===== config.mk =====
export PLATFORM = sky130hd
export DESIGN_NAME = imm_alu_seq
export DESIGN_NICKNAME = d
export VERILOG_FILES = /design/src/rtl/imm_alu_pkg.sv /design/src/rtl/imm_op_decode.sv /design/src/rtl/imm_alu_seq.sv
export SDC_FILE = /design/constraint.sdc
export NUM_CORES = 1
export LEC_CHECK = 0
export ABC_AREA = 1
export BUFFER_PORTS_ARGS = -buffer_cell sky130_fd_sc_hd__buf_2
export CORE_MARGIN = 4
export CORE_UTILIZATION = 39
export DETAILED_ROUTE_END_ITERATION = 8
export PLACE_DENSITY = 0.86
export SYNTH_ARGS = -nofsm -noshare
export SYNTH_HDL_FRONTEND = slang
export SYNTH_HIERARCHICAL = 1
export SYNTH_SLANG_ARGS = --single-unit

===== constraint.sdc =====
create_clock -name clock -period 1.19 [get_ports clock]
set_input_delay 0.0595 -clock clock [delete_from_list [all_inputs] [get_ports clock]]
set_output_delay 0.0595 -clock clock [all_outputs]
set_load 0.1 [all_outputs]

===== src/rtl/imm_alu_pkg.sv =====
// rtl/imm_alu_pkg.sv - shared types and constants for the immediate ALU sequencer
//
// Holds the sequencer state encoding, the immediate-format opcode values and
// the ALU operation codes driven on the ops bus.

package imm_alu_pkg;

    typedef enum logic [3:0] {
        ST_IDLE  = 4'd0,
        ST_T0    = 4'd1,
        ST_T1    = 4'd2,
        ST_T2    = 4'd3,
        ST_T3    = 4'd4,
        ST_T4    = 4'd5,
        ST_T5    = 4'd6,
        ST_DONE  = 4'd7,
        ST_FAULT = 4'd8
    } state_t;

    // Opcode field values, ir[31:27]
    localparam logic [4:0] OPC_ADDI = 5'b01000;
    localparam logic [4:0] OPC_ANDI = 5'b01001;
    localparam logic [4:0] OPC_ORI  = 5'b01010;

    // ALU operation codes
    localparam logic [4:0] OPS_ADD  = 5'b00011;
    localparam logic [4:0] OPS_AND  = 5'b01010;
    localparam logic [4:0] OPS_OR   = 5'b01011;

endpackage


===== src/rtl/imm_op_decode.sv =====
// rtl/imm_op_decode.sv - combinational opcode to ALU ops decoder
//
// Ports:
//   opc   in   OPC_W  opcode field
//   legal out  1      opcode is a supported immediate ALU instruction
//   ops   out  OPS_W  ALU operation code (0 when illegal)

module imm_op_decode
    import imm_alu_pkg::*;
#(
    parameter int OPC_W = 5,
    parameter int OPS_W = 5
) (
    input  logic [OPC_W-1:0] opc,
    output logic             legal,
    output logic [OPS_W-1:0] ops
);

    always_comb begin
        legal = 1'b1;
        ops   = '0;
        case (opc)
            OPC_W'(OPC_ADDI): ops = OPS_W'(OPS_ADD);
            OPC_W'(OPC_ANDI): ops = OPS_W'(OPS_AND);
            OPC_W'(OPC_ORI):  ops = OPS_W'(OPS_OR);
            default:          legal = 1'b0;
        endcase
    end

endmodule


===== src/rtl/imm_alu_seq.sv =====
// rtl/imm_alu_seq.sv - hardwired T0..T5 control sequencer for addi/andi/ori
//
// Ports:
//   clock      in   rising-edge clock
//   clear      in   asynchronous active-low reset
//   start      in   begin an instruction (honoured in IDLE only)
//   cont       in   continuous mode, sampled at the end of T5
//   mem_ready  in   memory data valid, sampled in T1 only
//   ir         in   instruction register, opcode in ir[31 -: OPC_W]
//   PCout..IRin, gra, grb, rin, rout, RYin, Cout  out  datapath strobes
//   ops        out  ALU operation code, driven in T4 only
//   busy       out  sequencing an instruction (not IDLE/DONE/FAULT)
//   done       out  instruction complete pulse
//   fault      out  memory timeout or illegal opcode, held until clear

module imm_alu_seq
    import imm_alu_pkg::*;
#(
    parameter int OPC_W    = 5,
    parameter int OPS_W    = 5,
    parameter int WAIT_MAX = 15
) (
    input  logic             clock,
    input  logic             clear,
    input  logic             start,
    input  logic             cont,
    input  logic             mem_ready,
    input  logic [31:0]      ir,
    output logic             PCout,
    output logic             MARin,
    output logic             IncPC,
    output logic             RZin,
    output logic             RZLOout,
    output logic             PCin,
    output logic             Read,
    output logic             MDRin,
    output logic             MDRout,
    output logic             IRin,
    output logic             gra,
    output logic             grb,
    output logic             rin,
    output logic             rout,
    output logic             RYin,
    output logic             Cout,
    output logic [OPS_W-1:0] ops,
    output logic             busy,
    output logic             done,
    output logic             fault
);

    localparam int CNT_W = $clog2(WAIT_MAX + 1);

    state_t             state_q;
    state_t             state_nx;
    logic [CNT_W-1:0]   wait_cnt;
    logic [OPS_W-1:0]   ops_q;
    logic               dec_legal;
    logic [OPS_W-1:0]   dec_ops;
    logic               wait_expired;
    logic               ir_unused;

    // Only the opcode field matters to this control unit.
    assign ir_unused = ^ir[31-OPC_W:0];

    imm_op_decode #(
        .OPC_W (OPC_W),
        .OPS_W (OPS_W)
    ) u_decode (
        .opc   (ir[31 -: OPC_W]),
        .legal (dec_legal),
        .ops   (dec_ops)
    );

    assign wait_expired = (wait_cnt == CNT_W'(WAIT_MAX));

    always_comb begin
        state_nx = state_q;
        case (state_q)
            ST_IDLE:  if (start) state_nx = ST_T0;
            ST_T0:    state_nx = ST_T1;
            ST_T1: begin
                if (mem_ready)
                    state_nx = ST_T2;
                else if (wait_expired)
                    state_nx = ST_FAULT;
            end
            ST_T2:    state_nx = ST_T3;
            ST_T3:    state_nx = dec_legal ? ST_T4 : ST_FAULT;
            ST_T4:    state_nx = ST_T5;
            ST_T5:    state_nx = cont ? ST_T0 : ST_DONE;
            ST_DONE:  state_nx = ST_IDLE;
            ST_FAULT: state_nx = ST_FAULT;
            default:  state_nx = ST_IDLE;
        endcase
    end

    always_ff @(posedge clock or negedge clear) begin
        if (!clear) begin
            state_q  <= ST_IDLE;
            wait_cnt <= '0;
            ops_q    <= '0;
        end else begin
            state_q <= state_nx;
            // T0 always precedes T1, so clearing here clears on T1 entry.
            if (state_q == ST_T0)
                wait_cnt <= '0;
            else if (state_q == ST_T1 && !mem_ready && !wait_expired)
                wait_cnt <= wait_cnt + CNT_W'(1);
            // Capture ops at T3->T4 so ir may change during T4.
            if (state_q == ST_T3)
                ops_q <= dec_ops;
        end
    end

    always_comb begin
        PCout   = 1'b0;
        MARin   = 1'b0;
        IncPC   = 1'b0;
        RZin    = 1'b0;
        RZLOout = 1'b0;
        PCin    = 1'b0;
        Read    = 1'b0;
        MDRin   = 1'b0;
        MDRout  = 1'b0;
        IRin    = 1'b0;
        gra     = 1'b0;
        grb     = 1'b0;
        rin     = 1'b0;
        rout    = 1'b0;
        RYin    = 1'b0;
        Cout    = 1'b0;
        ops     = '0;
        busy    = 1'b0;
        done    = 1'b0;
        fault   = 1'b0;
        case (state_q)
            ST_T0: begin
                PCout = 1'b1;
                MARin = 1'b1;
                IncPC = 1'b1;
                RZin  = 1'b1;
                busy  = 1'b1;
            end
            ST_T1: begin
                RZLOout = 1'b1;
                // The counter is still zero only on the first T1 cycle, so
                // the PC is loaded once regardless of how long memory stalls.
                PCin    = (wait_cnt == '0);
                Read    = 1'b1;
                MDRin   = 1'b1;
                busy    = 1'b1;
            end
            ST_T2: begin
                MDRout = 1'b1;
                IRin   = 1'b1;
                busy   = 1'b1;
            end
            ST_T3: begin
                grb  = 1'b1;
                rout = 1'b1;
                RYin = 1'b1;
                busy = 1'b1;
            end
            ST_T4: begin
                Cout = 1'b1;
                RZin = 1'b1;
                ops  = ops_q;
                busy = 1'b1;
            end
            ST_T5: begin
                RZLOout = 1'b1;
                gra     = 1'b1;
                rin     = 1'b1;
                busy    = 1'b1;
                // In continuous mode there is no DONE state, so T5 signals completion.
                done    = cont;
            end
            ST_DONE:  done  = 1'b1;
            ST_FAULT: fault = 1'b1;
            default: ;
        endcase
    end

endmodule


==> reports/summary.txt <==
Status -> finished with violations
Failing checks -> negative setup slack
Setup_tns -> -12630 ps
Multi-input gate area -> 750.7 sq um
Worst path max stage delay -> 500 ps
Count of cell types in the netlist -> 22
Synthesized instance count -> 139
Ys Warns -> 6
Area delta synth->final -> 129.2%
Post-route antenna net violation count -> 0
Pwr per Cell Area -> 3485 nW/um^2
First-pass GRT wire length -> 5651 microns
Ant diodes -> 0
Post-Syn Area -> 1010 sq um
Clock slew at reported path FFs -> 80 ps
Critical path's top delay family -> flip-flops
Vias/cell -> 5.506
Grt ovf -> 0
Most frequent cells in the layout -> buf_4 (32), buf_12 (26), inv_1 (18), nand2_1 (17)
Crit. End Element -> output port
Layout Utilization -> 0.9343
VDD IR max -> 4.442 mV
Net Sw Power -> 4.538 mW
Initial core utilization -> 0.4076
Pin count of the biggest net entering global routing -> 14
Crit Path Class -> flip-flop to output port
Worst Slack Setup Final -> -471.5 ps
Switching share of power -> 0.5625
Die H -> 58.88 microns
GP Congestion -> 0.8707
Sequential share of power -> 0.107
Number of global-route vias before repair -> 1260
Commonest non-fill, non-tap cell in the layout -> buf_4
Non-Filler Instances -> 247
Clk pwr share -> 0.036
Synthesis-stage register bit count -> 13
Final number of setup-violating endpoints -> 37
Sequential area share after synthesis -> 0.3222
Leakage -> 1.060 nW
Max clock buf depth -> 2
CTS tree -> done
# DRC -> 0
Hold WC Path Type -> primary input to flip-flop
Gate power share -> 0.858
Final net count -> 257
Initial antenna violation count -> 0
Fin crit period -> 1662 ps
IO Count -> 61
Clk Latency, worst-skew pair -> 290 ps
Clk root buf -> clkbuf_4
Pre-CTS setup slack -> -91.57 ps
Die area -> 3467 sq um
CTS Buf Count -> 3
# clock sinks -> 13
Layout cell share with drive strength beyond 1 -> 0.7005
Routed via count -> 1360
Routed len/inst -> 20.74 microns
Final instance area -> 2315 sq um
Worst hold slack -> 93.34 ps
Peak Freq -> 601.9 MHz
Critical Path AT -> 1600 ps
Syn Area/Cell -> 7.264 sq um
Worst path slowest cell -> dfrtp_2
Worst path cell trace -> inv_2, nor2_2, nand2_2, nor4_4, buf_12
Initial DRC count -> 107
Internal Power -> 3.529 mW
RSZ-0062 raised after global routing -> true
Final WL -> 5122 microns
Port Buffers -> 33
Max-slew violations -> 0
Critical Path Fanout Max -> 5
Fillers -> 73
CP bufs+invs -> 2
Post-Place Cells -> 214
Placed Area -> 1859 sq um
Row cnt -> 18
Total power -> 8.068 mW
Core area -> 2477 sq um
DIE WIDTH -> 58.88 microns
Max Cap Viol -> 0
Tcrit/Tclk final -> 1.396
Startpoint types -> flip-flop
Final Hold Viols -> 0
HPWL reported at the end of detailed placement -> 2282 microns
Flip-flop and latch area -> 330.3 sq um
Req. time, crit path -> 1130 ps
GRT Util Overall -> 0.2168
Skew final -> 1.307 ps
CTS H-tree lvls -> 1
TritonRoute pass-1 iters -> 4
## power by group through the flow
stage	clock (mW)	combinational, mW	sequential (mW)
3_5_place_dp	0	5.33	0.827
4_1_cts	0.282	5.97	0.816
2_1_floorplan	0	3.68	0.834
5_1_grt	0.301	7.13	0.876
6_report	0.288	6.92	0.860
3_3_place_gp	0	5.22	0.815
## kinds of logic (layout without fill, tap and decap cells)
group,Yosys count,after routing,synth area share
buf+inv,40,117,0.2020
simple gates,72,72,0.3631
xor+xnor,1,1,0.008676
flops,13,13,0.3222
fa+ha+maj,2,2,0.02478
compound gates,10,10,0.07559
other cells,1,2,0.003714
## area by class of cell
| type | instances | share of cell area |
|---|---|---|
| clock buffers | 4 | 0.01135 |
| repair buffers | 84 | 0.4405 |
| multi-input cells | 87 | 0.3243 |
| well taps | 30 | 0.01622 |
| flip-flops and latches | 13 | 0.1427 |
| inverters | 29 | 0.06486 |
## timing repair
action,CTS,global route
cloned,0,0
resized for setup,24,26
pin swaps,13,9
endpoints found under the hold margin,13,0
hold buffers,1,0
setup buffers,17,17
endpoints found under the setup margin,35,37
## metal layers
layer / track usage / up-vias / routed length, microns
met5: 0 / - / 0
met4: 0.08738 / 0 / 177
met3: 0.04386 / 22 / 413
met2: 0.3959 / 99 / 2588
met1: 0.2425 / 667 / 1942
li1: - / 572 / -
## synth_stat cells, drive strengths merged
cell type / count / area share
a211oi: 1 / 0.0074
buf: 11 / 0.094
conb: 1 / 0.0037
dfrtp: 13 / 0.32
ha: 2 / 0.025
inv: 29 / 0.11
nand2: 34 / 0.16
nand3: 12 / 0.059
nand4: 3 / 0.025
nor2: 22 / 0.12
nor4: 1 / 0.0062
o211ai: 2 / 0.015
o21ai: 7 / 0.053
xor2: 1 / 0.0087
## worst reg2reg max path: cells and delay by family (launching register included)
| family | cells | cell delay [ps] |
|---|---|---|
| flip-flops | 1 | 420 |
| buffers and inverters | 3 | 320 |
| AND/OR/NAND/NOR | 5 | 490 |
| adder cells (fa/ha/maj) | 1 | 200 |
## flip-flops by register name, summed over array words and instances (netlist names)
name,count
wait_cnt,4
ops_q,5
state_q,4
## path summary, 6_finish.rpt
path	start	depth (start not counted)	to	slack, ps
max	state_q[1]	5	PCin	-470
min	ir[27]	4	ops_q[0]	90
max reg2reg	wait_cnt[0]	9	state_q[0]	-340
min reg2reg	ops_q[1]	2	ops_q[1]	570
max in group asynchronous	clear	2	state_q[0]	700
min in group asynchronous	clear	2	ops_q[0]	230
Note: power is estimated with default switching activity, not from simulation.
